### src/rtl/cpu_bus_arbiter_pkg.sv
// Shared types and constants for the two-port CPU memory bus arbiter.
// Grant state encoding and port indices are used by the arbiter and its bench.
package cpu_bus_arbiter_pkg;

  localparam int unsigned ADDR_W   = 32;
  localparam int unsigned DATA_W   = 32;
  localparam int unsigned STREAK_W = 4;

  typedef enum logic [1:0] {
    ARB_IDLE    = 2'd0,
    ARB_GRANT_A = 2'd1,
    ARB_GRANT_B = 2'd2
  } arb_state_e;

  localparam logic ARB_PORT_A = 1'b0;
  localparam logic ARB_PORT_B = 1'b1;

  function automatic arb_state_e grant_state(input logic port);
    return (port == ARB_PORT_B) ? ARB_GRANT_B : ARB_GRANT_A;
  endfunction

endpackage

### src/rtl/cpu_bus_arbiter_if.sv
// Level-request / one-cycle-ready bus used both by the requesters and the shared bus.
// The master drives request/rw/address/wdata, the slave answers with ready/rdata.
interface cpu_bus_arbiter_if;
  import cpu_bus_arbiter_pkg::*;

  logic              request;
  logic              rw;
  logic [ADDR_W-1:0] address;
  logic [DATA_W-1:0] wdata;
  logic              ready;
  logic [DATA_W-1:0] rdata;

  modport master (
    output request, rw, address, wdata,
    input  ready, rdata
  );

  modport slave (
    input  request, rw, address, wdata,
    output ready, rdata
  );

endinterface

### src/rtl/cpu_bus_arbiter.sv
// Arbitrates the single CPU memory bus between instruction fill (A) and data (B).
// Build option CPU_BUS_ARBITER_ROUND_ROBIN_EN swaps the B-priority/streak guard for round robin.
module cpu_bus_arbiter
  import cpu_bus_arbiter_pkg::*;
#(
  parameter int unsigned MAX_B_STREAK = 4
) (
  input  logic              i_clock,
  input  logic              i_reset,
  cpu_bus_arbiter_if.slave  pa,
  cpu_bus_arbiter_if.slave  pb,
  cpu_bus_arbiter_if.master bus,
  output logic              o_busy
);

  arb_state_e state_q, state_d;
  logic       a_pend, b_pend, pick_b;
  logic       arbitrate;

  // Port A is read-only; its direction and write data are never forwarded.
  logic unused_pa;
  assign unused_pa = ^{pa.rw, pa.wdata};

  assign a_pend    = pa.request;
  assign b_pend    = pb.request;
  assign arbitrate = (state_q == ARB_IDLE) && (a_pend || b_pend);

`ifdef CPU_BUS_ARBITER_ROUND_ROBIN_EN
  logic last_q, last_d;

  always_comb begin
    pick_b = b_pend;
    if (a_pend && b_pend) begin
      pick_b = (last_q == ARB_PORT_A);
    end
  end

  always_comb begin
    last_d = last_q;
    if (arbitrate) begin
      last_d = pick_b ? ARB_PORT_B : ARB_PORT_A;
    end
  end

  always_ff @(posedge i_clock) begin
    if (i_reset) begin
      last_q <= ARB_PORT_A;
    end else begin
      last_q <= last_d;
    end
  end
`else
  localparam logic [STREAK_W-1:0] MAX_STREAK = STREAK_W'(MAX_B_STREAK);

  logic [STREAK_W-1:0] streak_q, streak_d;

  always_comb begin
    pick_b = b_pend;
    if (a_pend && b_pend) begin
      pick_b = (streak_q != MAX_STREAK);
    end
  end

  // Counts B wins that left A waiting; any other arbitration outcome clears it.
  always_comb begin
    streak_d = streak_q;
    if (arbitrate) begin
      if (pick_b && a_pend) begin
        streak_d = (streak_q == MAX_STREAK) ? streak_q : streak_q + 1'b1;
      end else begin
        streak_d = '0;
      end
    end
  end

  always_ff @(posedge i_clock) begin
    if (i_reset) begin
      streak_q <= '0;
    end else begin
      streak_q <= streak_d;
    end
  end
`endif

  always_ff @(posedge i_clock) begin
    if (i_reset) begin
      state_q <= ARB_IDLE;
    end else begin
      state_q <= state_d;
    end
  end

  // A grant ends on the bus ready or when its requester abandons the request.
  always_comb begin
    state_d = state_q;
    case (state_q)
      ARB_IDLE: begin
        if (arbitrate) begin
          state_d = grant_state(pick_b ? ARB_PORT_B : ARB_PORT_A);
        end
      end
      ARB_GRANT_A: begin
        if (!pa.request || bus.ready) begin
          state_d = ARB_IDLE;
        end
      end
      ARB_GRANT_B: begin
        if (!pb.request || bus.ready) begin
          state_d = ARB_IDLE;
        end
      end
      default: state_d = ARB_IDLE;
    endcase
  end

  // Outputs are forced low while reset is asserted so a reset aborts the bus cycle at once.
  always_comb begin
    bus.request = 1'b0;
    bus.rw      = 1'b0;
    bus.address = '0;
    bus.wdata   = '0;
    pa.ready    = 1'b0;
    pa.rdata    = '0;
    pb.ready    = 1'b0;
    pb.rdata    = '0;
    o_busy      = 1'b0;
    if (!i_reset) begin
      case (state_q)
        ARB_GRANT_A: begin
          bus.request = pa.request;
          bus.address = pa.address;
          o_busy      = 1'b1;
          if (pa.request && bus.ready) begin
            pa.ready = 1'b1;
            pa.rdata = bus.rdata;
          end
        end
        ARB_GRANT_B: begin
          bus.request = pb.request;
          bus.rw      = pb.rw;
          bus.address = pb.address;
          bus.wdata   = pb.wdata;
          o_busy      = 1'b1;
          if (pb.request && bus.ready) begin
            pb.ready = 1'b1;
            pb.rdata = bus.rdata;
          end
        end
        default: ;
      endcase
    end
  end

endmodule

### src/flat_wrapper.sv
// flat-port wrapper written by rule: the top's interface ports become plain ports
module cpu_bus_arbiter_flat import cpu_bus_arbiter_pkg::*;
#(
  parameter int unsigned MAX_B_STREAK = 4
)
  (i_clock, i_reset, o_busy, pa_request, pa_rw, pa_address, pa_wdata, pa_ready, pa_rdata, pb_request, pb_rw, pb_address, pb_wdata, pb_ready, pb_rdata, bus_request, bus_rw, bus_address, bus_wdata, bus_ready, bus_rdata);
  cpu_bus_arbiter_if pa_i ();
  cpu_bus_arbiter_if pb_i ();
  cpu_bus_arbiter_if bus_i ();
  input  logic i_clock;
  input  logic i_reset;
  output logic o_busy;
  input wire logic [$bits(pa_i.request)-1:0] pa_request;
  input wire logic [$bits(pa_i.rw)-1:0] pa_rw;
  input wire logic [$bits(pa_i.address)-1:0] pa_address;
  input wire logic [$bits(pa_i.wdata)-1:0] pa_wdata;
  output wire logic [$bits(pa_i.ready)-1:0] pa_ready;
  output wire logic [$bits(pa_i.rdata)-1:0] pa_rdata;
  input wire logic [$bits(pb_i.request)-1:0] pb_request;
  input wire logic [$bits(pb_i.rw)-1:0] pb_rw;
  input wire logic [$bits(pb_i.address)-1:0] pb_address;
  input wire logic [$bits(pb_i.wdata)-1:0] pb_wdata;
  output wire logic [$bits(pb_i.ready)-1:0] pb_ready;
  output wire logic [$bits(pb_i.rdata)-1:0] pb_rdata;
  output wire logic [$bits(bus_i.request)-1:0] bus_request;
  output wire logic [$bits(bus_i.rw)-1:0] bus_rw;
  output wire logic [$bits(bus_i.address)-1:0] bus_address;
  output wire logic [$bits(bus_i.wdata)-1:0] bus_wdata;
  input wire logic [$bits(bus_i.ready)-1:0] bus_ready;
  input wire logic [$bits(bus_i.rdata)-1:0] bus_rdata;
  assign pa_i.request = pa_request;
  assign pa_i.rw = pa_rw;
  assign pa_i.address = pa_address;
  assign pa_i.wdata = pa_wdata;
  assign pa_ready = pa_i.ready;
  assign pa_rdata = pa_i.rdata;
  assign pb_i.request = pb_request;
  assign pb_i.rw = pb_rw;
  assign pb_i.address = pb_address;
  assign pb_i.wdata = pb_wdata;
  assign pb_ready = pb_i.ready;
  assign pb_rdata = pb_i.rdata;
  assign bus_request = bus_i.request;
  assign bus_rw = bus_i.rw;
  assign bus_address = bus_i.address;
  assign bus_wdata = bus_i.wdata;
  assign bus_i.ready = bus_ready;
  assign bus_i.rdata = bus_rdata;
  cpu_bus_arbiter #(.MAX_B_STREAK(MAX_B_STREAK)) u_core (.i_clock(i_clock), .i_reset(i_reset), .pa(pa_i), .pb(pb_i), .bus(bus_i), .o_busy(o_busy));
endmodule
### config.mk
export PLATFORM = sky130hd
export DESIGN_NAME = cpu_bus_arbiter_flat
export DESIGN_NICKNAME = d
export VERILOG_FILES = /design/src/rtl/cpu_bus_arbiter_pkg.sv /design/src/rtl/cpu_bus_arbiter_if.sv /design/src/rtl/cpu_bus_arbiter.sv /design/src/flat_wrapper.sv
export SDC_FILE = /design/constraint.sdc
export NUM_CORES = 1
export LEC_CHECK = 0
export CELL_PAD_IN_SITES_DETAIL_PLACEMENT = 2
export CELL_PAD_IN_SITES_GLOBAL_PLACEMENT = 2
export CORE_ASPECT_RATIO = 0.7
export CORE_UTILIZATION = 10
export DETAILED_ROUTE_END_ITERATION = 16
export MAX_ROUTING_LAYER = met4
export PLACE_DENSITY_LB_ADDON = 0.1
export SYNTH_ARGS = -nofsm -noshare
export SYNTH_HDL_FRONTEND = slang
export SYNTH_SLANG_ARGS = --single-unit
### constraint.sdc
create_clock -name i_clock -period 2.45 [get_ports i_clock]
set_clock_uncertainty 0.2 [all_clocks]
set_input_delay 0.245 -clock i_clock [delete_from_list [all_inputs] [get_ports i_clock]]
set_output_delay 0.245 -clock i_clock [all_outputs]
set_load 0.02 [all_outputs]
==> metrics <==
Final setup viols 0; status complete, no violations; Horiz. Die Dim 150 um; fill count 1752; pre-CTS setup slack -0.0554 ns; Buf+Inv Stages, Crit Path 2; Tmin final 2.35 ns; Non-Filler Instances 697; highest-delay cell along the critical path clkdlybuf4s50_1; post-route ant nets 0; final period utilization 95.9%; Worst-Margin Slew 0.410 ns; post-CTS resize count 132; hold crit path type flip-flop to flip-flop; clk_lat worst skew 0.23 ns; die height 106 um; syn_nets 416; CP max stage delay 0.65 ns; DRC 0; Slew headroom 72.7%; register area 120 sq um; DR WL/cell 15.9 um; FP Rows 37; final max-slew violation count 0; Tot Pwr 0.882 mW; LEAKAGE 2.28 nW; crit end category primary output; DP Area 0.00449 sq mm; starting density of the core 10.3%; Layout Utilization 29.8%; NumNets Final 677; Die Area 0.0158 sq mm; First-pass DRT Iterations 4; Synth top area share 39.6%; final hold slack 0.325 ns; Crit Path Class flip-flop to primary output; syn avg cell area 6.31 sq um; Synth cell types 31; hold_sp u_core.streak_q[3]$_SDFFE_PP0P_; Initial DRC Count 93; max-capacitance violation count 0; total setup buffers inserted after CTS 0; H-tree depth 1; yosys warns 0; CTS tree done; Setup TNS Final 0 ns; final hold violation count 0; Syn Std Cell Area 0.00153 sq mm; synth top area cells and2_1 40%, a22oi_1 17%, nor2_1 8.8%; worst r2r src u_core.state_q[0]$_SDFFE_PP0P_; RSZ-0062 raised after global routing no; critical path cell sequence inv_1 -> ha_1 -> nand2b_1 -> a21oi_1 -> clkdlybuf4s50_1; CTS buffer count 3; fmax 426 MHz; drt via density 3.93; Multi-input gate area 0.00128 sq mm; vias in the first global route 2945; Critical path origin u_core.state_q[1]$_SDFFE_PP0P_; Req. time, crit path 2.01 ns; grt ovf 0; post-route cell area 0.00441 sq mm; crit path DAT 1.90 ns; deepest clock path buffer count 2; GPL Wtd Cong 0.722; ANT cells 0; cell accounting for the most synthesized area and2_1; all-layer global routing usage 13.8%; Clock transition at path regs 0.03 ns; pwr/cell area 200 mW/mm^2; first-pass GRT wire length 16300 um; IO buf count 266; Sink Count 6; Critical Path Start Type flip-flop; largest net degree at the start of global routing 35; worst-path fanout max 3; placed cells 694; Post-Syn Instances 243; layout cell share with drive strength beyond 1 3.78%; final worst setup slack 0.100 ns; hold-fix buffers at CTS 0; IO Pins 300; CTS root buf clkbuf_16; post-synthesis sequential area ratio 7.84%; Yosys reg bits 6; routed wire length 11100 um; hpwl dp 9510 um; overall via count from detail_route 2741; peak supply drop 0.201 mV; area grow syn2layout 188%; cell class contributing the biggest share of worst-path delay buffers and inverters; antenna violations before repair 0; core area 0.0148 sq mm
path summary, 6_finish.rpt:
| kind | endpoint | slack [ns] | depth (start not counted) |
|---|---|---|---|
| worst max register to register | u_core.streak_q[3]$_SDFFE_PP0P_ | 0.55 | 5 |
| worst min-delay path | u_core.streak_q[3]$_SDFFE_PP0P_ | 0.33 | 2 |
| worst max-delay path | bus_request | 0.10 | 5 |
| worst min register to register | u_core.streak_q[3]$_SDFFE_PP0P_ | 0.33 | 2 |
cell type report:
class | count | area share (%)
inverter | 7 | 0.596
clock buffer | 3 | 1.70
sequential | 6 | 2.72
timing repair buffer | 280 | 60.4
multi-input combinational | 206 | 29.1
tap | 195 | 5.53
layer usage:
layer	part of all wire [%]	vias up	GRT usage, %
li1	-	1324	-
met1	36	1274	13.6
met2	55	141	27.3
met3	9.3	2	4.11
met4	0.19	0	0.866
met5	0	-	-
synth_stat cells:
master,instances
inv_1,6
a21oi_1,4
and2_1,97
nand2b_1,3
o2bb2ai_1,1
buf_4,1
a32oi_1,1
nor3_1,1
dfxtp_1,6
a22o_1,1
nand3b_1,1
o31ai_1,1
buf_2,4
ha_1,6
nand2_1,5
buf_6,1
and3b_1,2
clkbuf_1,18
or4_1,1
nor2_1,36
a22oi_1,34
nand3_1,2
a311oi_1,1
inv_2,1
o21ai_1,1
o21ai_0,1
nor2b_1,3
and3_1,1
o2111ai_1,1
nand4b_1,1
a211oi_1,1
placed cells by master (no fill, tap or decap), types with 2 or more instances in the layout:
cell type,synthesis,layout
nand3_1,2,2
dfxtp_1,6,6
a22oi_1,34,34
nand2_1,5,5
and2_1,97,97
nor2b_1,3,2
nor2_1,36,36
dlymetal6s2s_1,0,2
ha_1,6,6
nand2b_1,3,3
a21oi_1,4,4
and3b_1,2,2
inv_1,6,6
dlygate4sd2_1,0,130
clkdlybuf4s50_1,0,134
clkbuf_16,0,3
buf_12,0,4
buf_4,1,9
power by group:
part	internal (mW)	total, mW	switching [mW]	leakage [nW]
clock network	0.210	0.265	0.0557	0.0370
logic	0.301	0.510	0.209	2.20
registers	0.102	0.107	0.00444	0.0488
total	0.613	0.882	0.269	2.28
worst reg2reg max path, delay by kind of cell (launching register included):
family	cells	cell delay (ns)
simple gates	1	0.48
flops	1	0.32
compound gates	2	0.39
fa+ha+maj	1	0.32
buf+inv	1	0.11
state kept, by name, indices dropped and copies added, names as in the netlist:
name             flops
u_core.streak_q      4
u_core.state_q       2
logic make-up after synthesis:
kind of cell               count (synthesis)  synth area share [%]
and+or+nand+nor                          153                  56.2
buffers and inverters                     31                  8.65
adders and majority gates                  6                  4.90
AOI/OAI and AO/OA                         47                  22.4
DFF                                        6                  7.84
(Power assumes the default switching activity.)
